<file path="src/rtl/multdiv_issue.sv">
// Issue stage for the multdiv unit: accepts one mult/div request, pulses multdiv once,
// waits for data_resultRDY (with a watchdog) and hands back result, exception and tag.
module multdiv_issue #(
    parameter int TAG_W   = 5,
    parameter int TIMEOUT = 64
) (
    input  logic             clock,
    input  logic             reset_n,
    input  logic             req_valid,
    output logic             req_ready,
    input  logic             req_is_div,
    input  logic [31:0]      req_opA,
    input  logic [31:0]      req_opB,
    input  logic [TAG_W-1:0] req_tag,
    output logic [31:0]      md_operandA,
    output logic [31:0]      md_operandB,
    output logic             md_ctrl_MULT,
    output logic             md_ctrl_DIV,
    input  logic [31:0]      md_result,
    input  logic             md_exception,
    input  logic             md_resultRDY,
    output logic             rsp_valid,
    input  logic             rsp_ready,
    output logic [31:0]      rsp_result,
    output logic             rsp_exception,
    output logic             rsp_timeout,
    output logic [TAG_W-1:0] rsp_tag,
    output logic             busy
);

    localparam int CNT_W = (TIMEOUT > 1) ? $clog2(TIMEOUT) : 1;
    localparam logic [CNT_W-1:0] CNT_LAST = CNT_W'(TIMEOUT - 1);

    typedef enum logic [1:0] {IDLE, START, WAIT, DONE} state_t;

    state_t           state;
    state_t           next_state;
    logic [31:0]      op_a;
    logic [31:0]      op_b;
    logic [TAG_W-1:0] tag_q;
    logic [CNT_W-1:0] count;
    logic             accept;
    logic             expired;

    assign accept      = (state == IDLE) && req_valid;
    assign expired     = (count == CNT_LAST);
    assign req_ready   = (state == IDLE);
    assign busy        = (state != IDLE);
    assign md_operandA = op_a;
    assign md_operandB = op_b;

    always_ff @(posedge clock or negedge reset_n) begin
        if (!reset_n) begin
            state <= IDLE;
        end else begin
            state <= next_state;
        end
    end

    // RDY is deliberately not looked at in START: it may still be high from the previous op.
    always_comb begin
        next_state = state;
        case (state)
            IDLE:    if (req_valid) next_state = START;
            START:   next_state = WAIT;
            WAIT:    if (md_resultRDY || expired) next_state = DONE;
            DONE:    if (rsp_ready) next_state = IDLE;
            default: next_state = IDLE;
        endcase
    end

    always_ff @(posedge clock or negedge reset_n) begin
        if (!reset_n) begin
            op_a          <= '0;
            op_b          <= '0;
            tag_q         <= '0;
            md_ctrl_MULT  <= 1'b0;
            md_ctrl_DIV   <= 1'b0;
            count         <= '0;
            rsp_valid     <= 1'b0;
            rsp_result    <= '0;
            rsp_exception <= 1'b0;
            rsp_timeout   <= 1'b0;
            rsp_tag       <= '0;
        end else begin
            md_ctrl_MULT <= 1'b0;
            md_ctrl_DIV  <= 1'b0;
            if (accept) begin
                op_a         <= req_opA;
                op_b         <= req_opB;
                tag_q        <= req_tag;
                md_ctrl_DIV  <= req_is_div;
                md_ctrl_MULT <= ~req_is_div;
            end
            case (state)
                START: count <= '0;
                WAIT: begin
                    // A real result wins over the watchdog when both land in the same cycle.
                    if (md_resultRDY) begin
                        rsp_valid     <= 1'b1;
                        rsp_result    <= md_result;
                        rsp_exception <= md_exception;
                        rsp_timeout   <= 1'b0;
                        rsp_tag       <= tag_q;
                    end else if (expired) begin
                        rsp_valid     <= 1'b1;
                        rsp_result    <= '0;
                        rsp_exception <= 1'b1;
                        rsp_timeout   <= 1'b1;
                        rsp_tag       <= tag_q;
                    end else begin
                        count <= count + 1'b1;
                    end
                end
                DONE: if (rsp_ready) rsp_valid <= 1'b0;
                default: ;
            endcase
        end
    end

endmodule

</file>
<file path="config.mk">
export PLATFORM = sky130hd
export DESIGN_NAME = multdiv_issue
export DESIGN_NICKNAME = d
export VERILOG_FILES = /design/src/rtl/multdiv_issue.sv
export SDC_FILE = /design/constraint.sdc
export NUM_CORES = 1
export LEC_CHECK = 0
export ABC_CLOCK_PERIOD_IN_PS = 2100
export BUFFER_PORTS_ARGS = -buffer_cell sky130_fd_sc_hd__buf_4
export CAP_MARGIN = 20
export CORE_ASPECT_RATIO = 0.8
export CORE_MARGIN = 2
export CORE_UTILIZATION = 48
export CTS_BUF_LIST = sky130_fd_sc_hd__clkbuf_16
export DETAILED_ROUTE_END_ITERATION = 10
export GPL_ROUTABILITY_DRIVEN = 0
export PLACE_DENSITY = 0.93
export SLEW_MARGIN = 10
export SYNTH_ARGS = -nofsm -noshare
export SYNTH_HDL_FRONTEND = slang
export SYNTH_SLANG_ARGS = --single-unit
export TNS_END_PERCENT = 20
</file>
<file path="constraint.sdc">
create_clock -name clock -period 2.1 [get_ports clock]
set_clock_uncertainty 0.05 [all_clocks]
set_input_delay 0.42 -clock clock [delete_from_list [all_inputs] [get_ports clock]]
set_output_delay 0.42 -clock clock [all_outputs]
set_load 0.005 [all_outputs]
</file>
; ---- Word-level counts from Yosys, hierarchy flattened
; Index checks and enable logic that the tools add are counted.
[totals]
regBits = 119
input_bits = 108
out_inout_bits = 108
word_cells = 54
[op_classes]
addsub = 1
n_eq_ne = 10
muxes = 19
n_bitwise = 1
n_reduce_logical = 11
[ops]
columns = operator, count
row1 = $mux 32, 2
row2 = $mux 6, 2
row3 = $pmux 6 s2, 1
row4 = $mux 5, 2
row5 = $ne 2x2->1 const B, 5
row6 = $reduce_and 3->1, 3
row7 = $pmux 2 s4, 1
row8 = $reduce_bool 2->1, 4
row9 = $mux 1, 7
row10 = $add 6x1->6 const B, 1
row11 = $eq 6x6->1 const B, 1
row12 = $mux 2, 3
row13 = $eq 2x2->1 const B, 2
row14 = $ne 3x3->1 const B, 1
row15 = $eq 2x1->1 const B, 1
row16 = $logic_not 2->1, 1
row17 = $pmux 1 s2, 1
row18 = $reduce_and 2->1, 1
row19 = $logic_and 1x1->1, 1
row20 = $logic_or 1x1->1, 1
row21 = $not 1->1, 1

; ---- Depth between registers and ports, before layout
; Gate-level depths: netlist of run 1.
[depth]
ltp_word = 4
mapped_depth = 8
mapped_depth_nobuf = 5

; ---- Worst setup path before layout of run 1
; No wires, ideal clock.
[synth_timing]
path_type = register to register
startpoint = register state[0]
endpoint = register rsp_result[29]
setup_ps = 126
arrival_time_ps = 1499
required_ps = 1924
path_slack_ps = 425
path_stages_with_launch = 8
n_path_buf = 3
period_less_slack_ps = 1675
path_cell_list = dfrtp_1 -> inv_1 -> ha_1 -> buf_2 -> and2_1 -> buf_2 -> buf_2 -> a221o_1
[synth_via]
elab_chain_cells = 2
[synth_rtl]
columns = element, line
row1 = "start, declared", 36  ; state_t state;
row2 = "start signal, assigned", 56  ; state <= next_state;
row3 = $eq 2x2->1, 95  ; case (state)
row4 = $reduce_and 2->1 (no source line), n/a
row5 = "end signal, assigned", 101  ; rsp_result <= md_result;
row6 = "end, declared", 24  ; output logic [31:0] rsp_result,
; Every way passes these cells.
; A chain may end at the register's enable or synchronous reset.

; ---- Worst setup path in the final report of run 1
[layout_timing]
startpoint = register count[0]
endpoint = register rsp_result[4]
[layout_via]
elab_chain_cells = 3
[layout_rtl]
columns = element, line
row1 = "start, declared", 41  ; logic [CNT_W-1:0] count;
row2 = "start signal, assigned", 112  ; count <= count + 1'b1;
row3 = $eq 6x6->1, 46  ; assign expired = (count == CNT_LAST);
row4 = $reduce_bool 2->1 (no source line), n/a
row5 = $reduce_and 2->1 (no source line), n/a
; Every way passes these cells.

==> run_results.csv, run 1 <==
group,metric,value,unit
finish,finalInstanceArea,7350,um2
critical_path,crit_path_end_kind,"flip-flop",
critical_path,r2r_start,"count[0]",
route,viasPerCell,5.31,
clock_network,cts_setup_buffers,0,
place,hpwl,9260,um
clock_network,root_buffer,"clkbuf_16",
finish,final_common_cell,"buf_4",
floorplanning,fp.dieArea,11200,um2
sta,finalCritPeriodShare,92.1,%
run,max-cap-violations,0,
global_routing,grt_overflow,0,
critical_path,arrival,2.17,ns
finish,n_antenna_cell,0,
logic_synthesis,syn_inst,365,
critical_path,rrSetupSlack,0.16,ns
global_routing,grt_util_all_layers,23.8,%
critical_path,r2r-end,"rsp_result[4]",
finish,nFillCells,701,
floorplanning,io_pins,216,
sta,min_period,1.94,ns
critical_path,slowest_stage,"dfrtp_1",
place,placed_cells,705,
logic_synthesis,synth.avg_cell_area,13.7,um2
finish,final_cells,737,
critical_path,path_buf_inv,1,
clock_network,clk_latency,0.41,ns
critical_path,path_cells,"ha_1, and2_1, a21oi_4, buf_12, a221o_1",
sta,tns,0,ns
finish,final_nets,698,
floorplanning,die_y,95.3,um
logic_synthesis,synth-simple-area-share,8.11,%
logic_synthesis,synth-compound-area-share,11.7,%
sta,rsz0062_at_grt,"false",
finish,area_delta_synth_final,47.1,%
global_routing,antenna_found_initial,0,
logic_synthesis,yosys.area.top_type,"dfrtp_1",
clock_network,cts_resized,0,
sta,worst_slew_pin_slew,0.620,ns
critical_path,crit_family,"compound AO/OA/AOI/OAI gates",
logic_synthesis,synthTopCellsByArea,"dfrtp_1 (60%), mux2_2 (16%), a221o_1 (6.4%)",
finish,final_cell_mix,"buf_4 (219), dfrtp_1 (119), mux2_2 (69), nor2b_1 (35), a221o_1 (32)",
critical_path,path_max_fanout,32,
clock_network,clkTransAtPathRegs,0.05,ns
logic_synthesis,ys_seq_area_share,59.6,%
min_path,hold_class,"input port to async pin",
floorplanning,rows,33,
logic_synthesis,synth_xor_area_share,0,%
logic_synthesis,synth.top_cell.area_share,59.6,%
global_routing,grt_pass1_wl,20500,um
global_routing,grt_max_degree,120,
pwr,irDropWorstVdd,873,uV
outcome,status,"complete, no violations",
route,drc,0,
clock_network,cts.sinks,119,
clock_network,hold_buffers,0,
logic_synthesis,yosysWarnings,0,
floorplanning,die_w,118,um
pwr,powerDensity,1520,nW/um2
sta,timing.hold.ws,0.0417,ns
global_routing,grt_pass1_vias,4036,
pwr,leakagePower,0.00340,uW
logic_synthesis,ys_ff_latch,119,
critical_path,crit_type,"flip-flop to flip-flop",
critical_path,r2r_cells,5,
route,wl,13300,um
logic_synthesis,synth_top_family_by_area,"multiplexers",
sta,drv_slew,0,
sta,setup_violations,0,
critical_path,crit_required,2.33,ns
critical_path,cpPeakStageDelay,0.42,ns
route,post_drt_wl_per_cell,18.1,um
sta,relSlewSlack,58.6,%
clock_network,cts_buffers,17,
place,io_buffers,215,
route,first_pass_iters,4,
logic_synthesis,ys_types,38,
logic_synthesis,synthMuxAreaShare,15.7,%
route,first_iter_violations,236,
floorplanning,initial_core_util,49.0,%
place,placed_cell_area,6760,um2
finish,drive_gt1_share,54.6,%
sta,max_freq,517,MHz
sta,hold_violations,0,
critical_path,critPathLaunchType,"flip-flop",
clock_network,clk_path_buf_depth,2,
clock_network,cts_tree,"built",
route,routed-via-count,3914,
logic_synthesis,syn_area,5000,um2
logic_synthesis,synthesis.nets,479,
floorplanning,design.core.area,10200,um2
clock_network,htree_levels,4,
logic_synthesis,synthAdderAreaFrac,1.50,%
route,antenna_left,0,
[cell type report]
class / count / area [um2] / area share [%]
Clock buffer: 17 / 425 / 5.79
Clock inverter: 15 / 163 / 2.21
Inverter: 8 / 30.0 / 0.408
Multi-Input combinational cell: 215 / 1860 / 25.3
Sequential cell: 119 / 2980 / 40.5
Tap cell: 140 / 175 / 2.38
Timing Repair Buffer: 223 / 1720 / 23.5
[synthesized netlist by cell type]
cell type	n
dfrtp_1	119
mux2_2	69
nor2b_1	35
a221o_1	32
nand2_1	15
o211ai_1	15
buf_2	14
inv_1	8
a21oi_1	7
ha_1	6
nor2_1	5
buf_6	4
a311oi_1	3
a31oi_1	3
and2_1	3
clkbuf_1	3
nand3_1	3
a21boi_0	1
a21oi_4	1
and3_1	1
and3_4	1
and4b_1	1
buf_1	1
buf_4	1
mux2i_1	1
nand3b_1	1
nand4_1	1
nand4b_1	1
nor3_1	1
nor3b_1	1
nor4_1	1
o2111a_1	1
o2111ai_1	1
o21a_1	1
o21ai_0	1
o22ai_1	1
o311ai_0	1
or3b_2	1
[logic make-up after synthesis]
group           Yosys count
buf+inv                  31
fa+ha+maj                 6
mux                      70
flops                   119
simple gates             71
compound gates           68
[worst register-to-register path: stages (launching register included)]
cell     delay, ns
dfrtp_1       0.42
ha_1          0.27
and2_1        0.32
a21oi_4       0.16
buf_12        0.20
a221o_1       0.39
[layer usage]
metal	track usage (%)	vias to the layer above	wire (um)
met1	27.5	1960	5160
li1	-	1776	-
met5	0	-	0
met2	41.0	158	7100
met3	9.21	20	894
met4	8.23	0	197
[state kept, by name, summed over array words and instances (netlist names)]
name	flops
count	6
md_ctrl_DIV	1
md_ctrl_MULT	1
md_operandA	32
md_operandB	32
rsp_exception	1
rsp_result	32
rsp_tag	5
rsp_timeout	1
rsp_valid	1
state	2
tag_q	5
[metrics by stage]
stage	setup slack, ns	utilization [%]	total power [uW]
6_report	0.165	72.1	11100
5_1_grt	0.0976	72.1	11800
4_1_cts	0.150	72.1	11200
3_5_place_dp	0.227	66.3	8270
3_3_place_gp	0.371	66.3	7960
2_1_floorplan	0.425	-	5950
[where the power goes]
part | switching (uW) | total, uW | internal (uW)
registers | 685 | 4020 | 3340
logic | 1670 | 4250 | 2580
clock network | 1030 | 2880 | 1840
[worst max-delay path by stage]
stage | startpoint | to | slack (ns) | cells past startpoint
after floorplan | state[0] | rsp_result[29] | 0.43 | 7
after global placement | count[0] | rsp_result[3] | 0.37 | 5
after detailed placement | count[0] | rsp_result[12] | 0.23 | 5
after CTS | state[0] | busy | 0.15 | 4
after global routing | count[0] | rsp_result[4] | 0.1 | 5
final | count[0] | rsp_result[4] | 0.16 | 5
Power figures use the tool's default switching activity.
==> run 2: changes to the inputs <==
- CORE_ASPECT_RATIO: 0.8 -> default
- CORE_MARGIN: 2 -> default
==> run 2 against run 1 <==
Effect of this change: wire length increased by 0.33%; non-clock buffer count unchanged; largest cell class unchanged; maximum frequency rose by 0.66%; die area is 3.8% lower; critical path depth stayed put; hold slack improved by 0.016 ns; via count rose by 1.6%; global-route usage is 1.9 points higher; register-to-register slack about the same; combinational power is essentially flat; utilization up 1.3 points; sequential power is essentially flat.
==> run_results.csv, run 2 (synthesis gave the netlist of run 1 again) <==
group,metric,value,unit
route,met1Wirelength,5170,um
clock_network,cts_setup_buffers,0,
global_routing,grt_overflow,0,
sta,worst_slew_pin_slew,0.618,ns
outcome,status,"complete, no violations",
sta,relSlewSlack,58.8,%
floorplanning,fp.dieArea,10800,um2
critical_path,path_max_fanout,33,
global_routing,grt_max_degree,120,
clock_network,htree_levels,4,
route,drc,0,
clock_network,clk_path_buf_depth,2,
route,wl,13400,um
finish,final_nets,698,
critical_path,rrSetupSlack,0.18,ns
floorplanning,io_pins,216,
route,post_drt_wl_per_cell,18.4,um
critical_path,crit_path_end_kind,"flip-flop",
pwr,leakagePower,0.00339,uW
clock_network,cts_buffers,17,
floorplanning,design.core.area,9910,um2
clock_network,cts_resized,0,
sta,tns,0,ns
finish,finalInstanceArea,7270,um2
sta,finalCritPeriodShare,91.5,%
route,met2_length,6820,um
sta,max_freq,520,MHz
pwr,powerDensity,1480,nW/um2
place,placed_cell_area,6770,um2
clock_network,root_buffer,"clkbuf_16",
critical_path,crit_type,"flip-flop to flip-flop",
sta,hold_violations,0,
clock_network,cts.sinks,119,
finish,area_delta_synth_final,45.5,%
route,routed.top_layer,"met4",
pwr,irDropWorstVdd,928,uV
finish,drive_gt1_share,53.0,%
floorplanning,die_w,104,um
place,hpwl,9180,um
route,routed-via-count,3978,
run,max-cap-violations,0,
route,first_iter_violations,237,
global_routing,grt_util_all_layers,25.7,%
clock_network,cts_tree,"built",
global_routing,antenna_found_initial,0,
sta,rsz0062_at_grt,"false",
route,viasPerCell,5.46,
critical_path,r2r_cells,5,
sta,min_period,1.92,ns
place,io_buffers,215,
critical_path,arrival,2.15,ns
global_routing,grt_pass1_vias,4223,
clock_network,clkTransAtPathRegs,0.05,ns
route,first_pass_iters,4,
min_path,hold_class,"input port to async pin",
route,antenna_left,0,
critical_path,critPathLaunchType,"flip-flop",
critical_path,r2r-end,"rsp_result[30]",
floorplanning,initial_core_util,50.4,%
critical_path,r2r_start,"count[0]",
clock_network,hold_buffers,0,
sta,drv_slew,0,
sta,setup_violations,0,
global_routing,grt_pass1_wl,21300,um
finish,final_common_cell,"buf_4",
floorplanning,rows,36,
critical_path,crit_required,2.32,ns
finish,final_cell_mix,"buf_4 (218), dfrtp_1 (119), mux2_2 (69), nor2b_1 (35), a221o_1 (32)",
clock_network,clk_latency,0.41,ns
route,wl_met3,1040,um
floorplanning,die_y,104,um
finish,n_antenna_cell,0,
[run 2: how the worst max path moves through the flow]
stage | from | end | slack (ns) | cells after the start
2_1_floorplan | state[0] | rsp_result[29] | 0.43 | 7
3_5_place_dp | count[0] | rsp_result[30] | 0.23 | 5
5_1_grt | count[0] | rsp_result[4] | 0.1 | 5
4_1_cts | state[0] | busy | 0.17 | 4
3_3_place_gp | count[0] | rsp_result[30] | 0.28 | 5
6_report | count[0] | rsp_result[30] | 0.18 | 5
[run 2: layer usage]
layer | GRT usage, % | vias to the layer above
li1 | - | 1786
met4 | 13.2 | 0
met1 | 29.0 | 1959
met2 | 43.2 | 204
met3 | 8.90 | 29
met5 | 0 | -
[run 2: report_power, final]
part	switching [uW]	internal [uW]	total (uW)
combinational	1680	2590	4260
clock	921	1560	2480
sequential	692	3340	4030
[run 2: cell type report]
type / count / area [um2]
clock inverter: 14 / 80.1
timing repair buffer: 223 / 1740
multi-input combinational: 215 / 1860
clock buffer: 17 / 425
fill: 649 / 2640
tap: 133 / 166
sequential: 119 / 2980
inverter: 8 / 30.0
[run 2: critical path, cell delays in order, from the launching register on]
cell,delay [ns]
dfrtp_1,0.41
ha_1,0.25
and2_1,0.31
a21oi_4,0.16
buf_12,0.20
a221o_1,0.39
[run 2: metrics by stage]
step	worst slack (ns)	total power, uW	utilization, %	cells	hold slack (ns)
after global routing	0.0974	11400	73.4	729	0.119
after floorplan	0.425	5950	-	365	0.0744
after detailed placement	0.232	8270	68.3	698	0.444
after CTS	0.174	10800	73.4	729	0.0794
after global placement	0.278	7970	68.3	698	0.435
final	0.178	10800	73.4	729	0.0575
